[src/rtl/rca_nibble_serial_if.sv]
// rtl/rca_nibble_serial_if.sv - request/result bundle for the nibble-serial adder sequencer
interface rca_nibble_serial_if #(
    parameter int WIDTH = 16
);
    logic             start;
    logic [WIDTH-1:0] a;
    logic [WIDTH-1:0] b;
    logic             cin;
    logic             busy;
    logic             done;
    logic [WIDTH-1:0] sum;
    logic             cout;

    modport master (
        output start, a, b, cin,
        input  busy, done, sum, cout
    );

    modport slave (
        input  start, a, b, cin,
        output busy, done, sum, cout
    );
endinterface

[src/rtl/rca_nibble_serial_ctrl.sv]
// rtl/rca_nibble_serial_ctrl.sv - WIDTH-bit add time-multiplexed over one 4-bit ripple slice
module rca_nibble_serial_ctrl #(
    parameter int WIDTH = 16
) (
    input  logic                clk_i,
    input  logic                rst_n_i,
    rca_nibble_serial_if.slave  bus
);
    localparam int NIB = WIDTH / 4;
    localparam int SW  = (NIB > 1) ? $clog2(NIB) : 1;
    localparam logic [SW-1:0] LAST = SW'(NIB - 1);

    typedef enum logic {IDLE, RUN} state_t;

    state_t           state_q, state_d;
    logic [WIDTH-1:0] a_sh_q, a_sh_d;
    logic [WIDTH-1:0] b_sh_q, b_sh_d;
    logic [WIDTH-1:0] acc_q, acc_d;
    logic [WIDTH-1:0] sum_q, sum_d;
    logic             carry_q, carry_d;
    logic             cout_q, cout_d;
    logic             busy_q, busy_d;
    logic             done_q, done_d;
    logic [SW-1:0]    step_q, step_d;
    logic [4:0]       slice;

    // The only adder: one combinational 4-bit ripple slice, carry linked through carry_q.
    assign slice = {1'b0, a_sh_q[3:0]} + {1'b0, b_sh_q[3:0]} + {4'b0000, carry_q};

    always_ff @(posedge clk_i or negedge rst_n_i) begin
        if (!rst_n_i) begin
            state_q <= IDLE;
            a_sh_q  <= '0;
            b_sh_q  <= '0;
            acc_q   <= '0;
            sum_q   <= '0;
            carry_q <= 1'b0;
            cout_q  <= 1'b0;
            busy_q  <= 1'b0;
            done_q  <= 1'b0;
            step_q  <= '0;
        end else begin
            state_q <= state_d;
            a_sh_q  <= a_sh_d;
            b_sh_q  <= b_sh_d;
            acc_q   <= acc_d;
            sum_q   <= sum_d;
            carry_q <= carry_d;
            cout_q  <= cout_d;
            busy_q  <= busy_d;
            done_q  <= done_d;
            step_q  <= step_d;
        end
    end

    always_comb begin
        state_d = state_q;
        a_sh_d  = a_sh_q;
        b_sh_d  = b_sh_q;
        acc_d   = acc_q;
        sum_d   = sum_q;
        carry_d = carry_q;
        cout_d  = cout_q;
        busy_d  = busy_q;
        done_d  = 1'b0;
        step_d  = step_q;
        case (state_q)
            IDLE: begin
                if (bus.start) begin
                    a_sh_d  = bus.a;
                    b_sh_d  = bus.b;
                    carry_d = bus.cin;
                    step_d  = '0;
                    busy_d  = 1'b1;
                    state_d = RUN;
                end
            end
            RUN: begin
                acc_d   = {slice[3:0], acc_q[WIDTH-1:4]};
                carry_d = slice[4];
                a_sh_d  = {4'b0000, a_sh_q[WIDTH-1:4]};
                b_sh_d  = {4'b0000, b_sh_q[WIDTH-1:4]};
                step_d  = step_q + SW'(1);
                if (step_q == LAST) begin
                    // Results are published only here so they stay stable across the next run.
                    sum_d   = acc_d;
                    cout_d  = slice[4];
                    done_d  = 1'b1;
                    busy_d  = 1'b0;
                    step_d  = '0;
                    state_d = IDLE;
                end
            end
            default: state_d = IDLE;
        endcase
    end

    assign bus.busy = busy_q;
    assign bus.done = done_q;
    assign bus.sum  = sum_q;
    assign bus.cout = cout_q;
endmodule

[src/flat_wrapper.sv]
// flat-port wrapper written by rule: the top's interface ports become plain ports
module rca_nibble_serial_ctrl_flat 
#(
    parameter int WIDTH = 16
)
  (clk_i, rst_n_i, bus_start, bus_a, bus_b, bus_cin, bus_busy, bus_done, bus_sum, bus_cout);
  rca_nibble_serial_if #(.WIDTH(WIDTH)) bus_i ();
  input  logic clk_i;
  input  logic rst_n_i;
  input wire logic [$bits(bus_i.start)-1:0] bus_start;
  input wire logic [$bits(bus_i.a)-1:0] bus_a;
  input wire logic [$bits(bus_i.b)-1:0] bus_b;
  input wire logic [$bits(bus_i.cin)-1:0] bus_cin;
  output wire logic [$bits(bus_i.busy)-1:0] bus_busy;
  output wire logic [$bits(bus_i.done)-1:0] bus_done;
  output wire logic [$bits(bus_i.sum)-1:0] bus_sum;
  output wire logic [$bits(bus_i.cout)-1:0] bus_cout;
  assign bus_i.start = bus_start;
  assign bus_i.a = bus_a;
  assign bus_i.b = bus_b;
  assign bus_i.cin = bus_cin;
  assign bus_busy = bus_i.busy;
  assign bus_done = bus_i.done;
  assign bus_sum = bus_i.sum;
  assign bus_cout = bus_i.cout;
  rca_nibble_serial_ctrl #(.WIDTH(WIDTH)) u_core (.clk_i(clk_i), .rst_n_i(rst_n_i), .bus(bus_i));
endmodule
[config.mk]
export PLATFORM = sky130hd
export DESIGN_NAME = rca_nibble_serial_ctrl_flat
export DESIGN_NICKNAME = d
export VERILOG_FILES = /design/src/rtl/rca_nibble_serial_if.sv /design/src/rtl/rca_nibble_serial_ctrl.sv /design/src/flat_wrapper.sv
export SDC_FILE = /design/constraint.sdc
export NUM_CORES = 1
export LEC_CHECK = 0
export BUFFER_PORTS_ARGS = -buffer_cell sky130_fd_sc_hd__buf_2
export CAP_MARGIN = 20
export CORE_ASPECT_RATIO = 0.8
export CORE_MARGIN = 4
export CORE_UTILIZATION = 30
export CTS_CLUSTER_SIZE = 12
export DETAILED_ROUTE_END_ITERATION = 10
export HOLD_SLACK_MARGIN = 0.12
export SYNTH_ARGS = -nofsm -noshare
export SYNTH_HDL_FRONTEND = slang
export SYNTH_SLANG_ARGS = --single-unit
[constraint.sdc]
create_clock -name clk_i -period 2.3 [get_ports clk_i]
set_clock_uncertainty 0.2 [all_clocks]
set_input_delay 0 -clock clk_i [delete_from_list [all_inputs] [get_ports clk_i]]
set_output_delay 0 -clock clk_i [all_outputs]
set_load 0.01 [all_outputs]
=== After elaboration in Yosys (flattened, before gate mapping) ===
Index checks and enable logic that the tools add are counted.

* Register bits: 71
* Bits in latches: 0
* RAM bits: 0
* Bits in read-only memories: 0
* Input bits: 36
* Output and inout port bits: 19
* Memories kept: 0

* Add/sub/neg operators: 3
* $mul: 0
* Divide/modulo/power cells: 0
* $lt $le $gt $ge: 0
* Equal/unequal tests: 3
* Shift operators: 0
* Multiplexer cells: 17
* Bitwise operators: 1
* Reductions and logical operators: 2

{| class="wikitable"
|+ Operators with widths
! kind !! count
|-
| $pmux 16 s2 || 2
|-
| $mux 16 || 2
|-
| $mux 1 || 7
|-
| $pmux 1 s2 || 3
|-
| $add 4x4->5 || 1
|-
| $add 5x1->5 || 1
|-
| $mux 2 || 2
|-
| $ne 2x2->1 const B || 2
|-
| $pmux 2 s2 || 1
|-
| $reduce_and 2->1 || 2
|-
| $add 2x1->2 const B || 1
|-
| $eq 2x2->1 const B || 1
|-
| $not 1->1 || 1
|}

=== Longest topological paths before layout ===
* Depth after elaboration: 3
* Mapped depth: 6
* Mapped depth without buffers: 6

=== Least setup slack after synthesis ===
OpenSTA, ideal clock, no wires.

* Path kind: register to register
* Start point: reg u_core.carry_q
* End point: reg u_core.sum_q[13] (netlist: u_core.bus.sum[13])
* Library setup time: 0.083 ns
* Data arrival time: 1.426 ns
* Slack: 0.591 ns
* Cell stages (with the launch flop): 5
* Cell sequence: dfrtp_1 fa_1 inv_1 fa_1 o21ai_0

* Cells in the longest elaborated chain, start to end: 1

{| class="wikitable"
|+ RTL lines
! element !! RTL line !! source
|-
| start, declared || rca_nibble_serial_ctrl.sv:20 || <nowiki>logic carry_q, carry_d;</nowiki>
|-
| start signal, assigned || rca_nibble_serial_ctrl.sv:48 || <nowiki>carry_q <= carry_d;</nowiki>
|-
| $add 5x1->5 || rca_nibble_serial_ctrl.sv:28 || <nowiki>assign slice = {1'b0, a_sh_q[3:0]} + {1'b0, b_sh_q[3:0]} + {4'b0000, carry_q};</nowiki>
|-
| end signal, assigned || rca_nibble_serial_ctrl.sv:47 || <nowiki>sum_q <= sum_d;</nowiki>
|-
| end, declared || rca_nibble_serial_ctrl.sv:19 || <nowiki>logic [WIDTH-1:0] sum_q, sum_d;</nowiki>
|}

Every way passes these cells.
A chain may end at the register's enable or synchronous reset.

=== Worst setup path in the final report ===
* Start point: in bus_start
* End point: reg u_core.b_sh_q[7]

* Cells in the longest elaborated chain, start to end: 1

{| class="wikitable"
|+ RTL lines
! element !! RTL line !! source
|-
| start, declared || flat_wrapper.sv:10 || <nowiki>input wire logic [$bits(bus_i.start)-1:0] bus_start;</nowiki>
|-
| $ne 2x2->1 (no source line) || n/a ||
|-
| end signal, assigned || rca_nibble_serial_ctrl.sv:45 || <nowiki>b_sh_q <= b_sh_d;</nowiki>
|-
| end, declared || rca_nibble_serial_ctrl.sv:17 || <nowiki>logic [WIDTH-1:0] b_sh_q, b_sh_d;</nowiki>
|}

Every way passes these cells.

==> impl_metrics.toml <==
[cells_and_area]
final_cell_mix = "66 x dfrtp_1, 53 x buf_2, 48 x dlygate4sd3_1"
final_common_cell = "dfrtp_1"
nNetsFinal = 391
diodes = 0
regArea_mm2 = 0.00168
nFillCells = 904
stdcell_count = 473
multi_input_area_mm2 = 0.00114
syn_to_final_growth_pct = 41.7
drive_gt1_frac = 0.277
post-route-util = 0.434

[global_routing]
grt_pass1_wl_um = 11400
grt_overflow = 0
grt_max_degree = 68
grt_pass1_vias = 2269
antenna_found_initial = 0
gr-usage-all-layers = 0.125

[synth]
synth.area.top_cells = "dfrtp_1 57%, mux2i_1 12%, mux2_2 7.6%, o21ai_0 4.9%, nand2_1 3.8%"
synth_enable_flop_cells = 0
ys_warn_count = 0
yosysTopAreaCellShare = 0.569
yosysSeqAreaShare = 0.569
async_flop_share = 1.00
syn_nets = 288
synth-main-ff-cell = "dfrtp_1"
ys_seq_elements = 67
synthCells = 246
synth.cell_area_mm2 = 0.00295
yosysUniqueCellTypes = 30
synth_top_area_cell = "dfrtp_1"
postSynthAreaPerCell_um2 = 12.0

[power_and_ir_drop]
total_power_mw = 5.25
p_leak_nw = 2.01
power.density_mw_per_mm2 = 1260
peakVddDrop_mv = 0.526

[setup_path]
critical_path_arrival_ps = 1900
rrSetupSlack_ps = 480
crit_family = "buffers and inverters"
worstPathRequired_ps = 2310
reg2regPathDepth = 4
cp-end-kind = "flip-flop"
path_common_cell = "dlygate4sd3_1"
path_cells = "dlygate4sd3_1 -> buf_2 -> mux2i_1 -> dlygate4sd3_1 -> o21ai_0"
critical_path.startpoint_type = "input pin"
critPathKind = "input pin to flip-flop"
path_buf_inv = 3
worstPathMaxFanout = 20
max_stage_delay_ps = 570
cp_slowest_cell = "dlygate4sd3_1"
cp_num_cells = 5

[route]
num_vias = 2130
drc = 0
top_layer = "met4"
met2_length_um = 3100
drtPass1Iterations = 4
drtAntennaViolNets = 0
drt-met1-wl_um = 2980
avgRoutedWirePerCell_um = 13.5
drt_wl_total_um = 6380
drt-initial-drc-count = 127
via_per_inst = 4.50
wl_met3_um = 247

[sta]
fin_tns_setup_ps = 0
worst_slack_ps = 412
worst_slew_pin_slew_ps = 855
slew_headroom = 0.430
fmax_ghz = 0.530
slew_viol_final = 0
finalHoldViolCount = 0
period_share = 0.821
setup_viol_count_final = 0
rsz0062_at_grt = "false"
final.min_clock_period_ps = 1890

[place]
place_hpwl_um = 4160
routabilityCongestion = 0.739
dp_cells = 409
dp_slack_ps = 465
portBuffers = 54

[worst_hold_path]
hold_path_class = "input pin to asynchronous set/reset pin"

[cts]
cts_tree = "done"
cts.sinks = 67
cts_setup_buffers = 0
clk_latency_ps = 330
cts_buffer_depth = 2
ctsResizeCount = 0
ctsHoldBuffers = 48
cts_buffers = 9
cts_root_buf = "clkbuf_16"
htree_num_levels = 3
path_clk_slew_ps = 60

[floorplan]
start_util = 0.307
rows = 32
die_w_um = 119
coreArea_mm2 = 0.00961
fp.dieArea_mm2 = 0.0115
io_pins = 55
die_h_um = 96.6

[status]
status = "finished, final reports clean"

[flow_run]
cap_violations = 0
## routing by layer
metal,global-route usage,up-vias
met2,0.189,36
met3,0.0544,6
li1,-,1061
met5,0,-
met1,0.162,1027
met4,0.0356,0
## final timing paths
path,start,endpoint
hold reg to reg,u_core.a_sh_q[11],u_core.a_sh_q[7]
setup reg to reg,u_core.carry_q,u_core.bus.sum[13]
min in group clk_i,bus_a[13],u_core.a_sh_q[13]
setup / recovery,bus_start,u_core.b_sh_q[7]
hold / removal,rst_n_i,u_core.a_sh_q[8]
max in group asynchronous,rst_n_i,u_core.state_q
## cell usage after synthesis, types with 2 or more instances
library cell,count
fa_1,2
clkbuf_1,3
mux2_2,20
o21ai_0,29
and4b_1,2
ha_1,4
mux2i_1,35
a21oi_1,2
nor2_1,12
nand2_1,30
nor2b_1,2
inv_1,10
a22o_1,2
dfrtp_1,67
buf_2,6
o211ai_1,2
buf_4,5
## final cells by class
cell class              instances  share of cell area
repair buffers                107               0.192
well taps                     119              0.0357
multi-input cells             154               0.273
flip-flops and latches         67               0.402
clock inverters                 7              0.0336
clock buffers                   9              0.0540
inverters                      10             0.00899
## worst reg2reg max path: stages, from the launching register on
cell	delay, ps
dfrtp_1	400
fa_1	450
inv_1	90
fa_1	430
o21ai_0	170
## kinds of logic (layout without fill, tap and decap cells)
logic type,Yosys count,count (layout),share of synthesized area
buf+inv,25,133,0.0433
compound gates,40,40,0.0794
simple gates,52,52,0.0790
flops,67,67,0.569
mux,55,55,0.195
fa+ha+maj,6,6,0.0306
xor+xnor,1,1,0.00297
## power by group
part | total, mW | switching (mW) | internal [mW] | leakage, nW
clock | 1.67 | 0.506 | 1.17 | 0.172
sequential | 1.97 | 0.307 | 1.66 | 0.860
combinational | 1.62 | 0.789 | 0.828 | 0.979
## sequential cells by signal, indices dropped and copies added, names as in the netlist
signal and count:
u_core.a_sh_q 16, u_core.acc_q 12, u_core.b_sh_q 16, u_core.bus.busy 1, u_core.bus.cout 1, u_core.bus.done 1
u_core.bus.sum 16, u_core.carry_q 1, u_core.state_q 1, u_core.step_q 2
## through the flow
| stage | cell area [um^2] | hold slack (ps) |
|---|---|---|
| after global placement | 3330 | -22.4 |
| after global routing | 4170 | 215 |
| after detailed placement | 3330 | -20.7 |
| after CTS | 4170 | 172 |
| final | 4170 | 139 |
| after floorplan | 2950 | -496 |
Note: power is estimated with default switching activity, not from simulation.
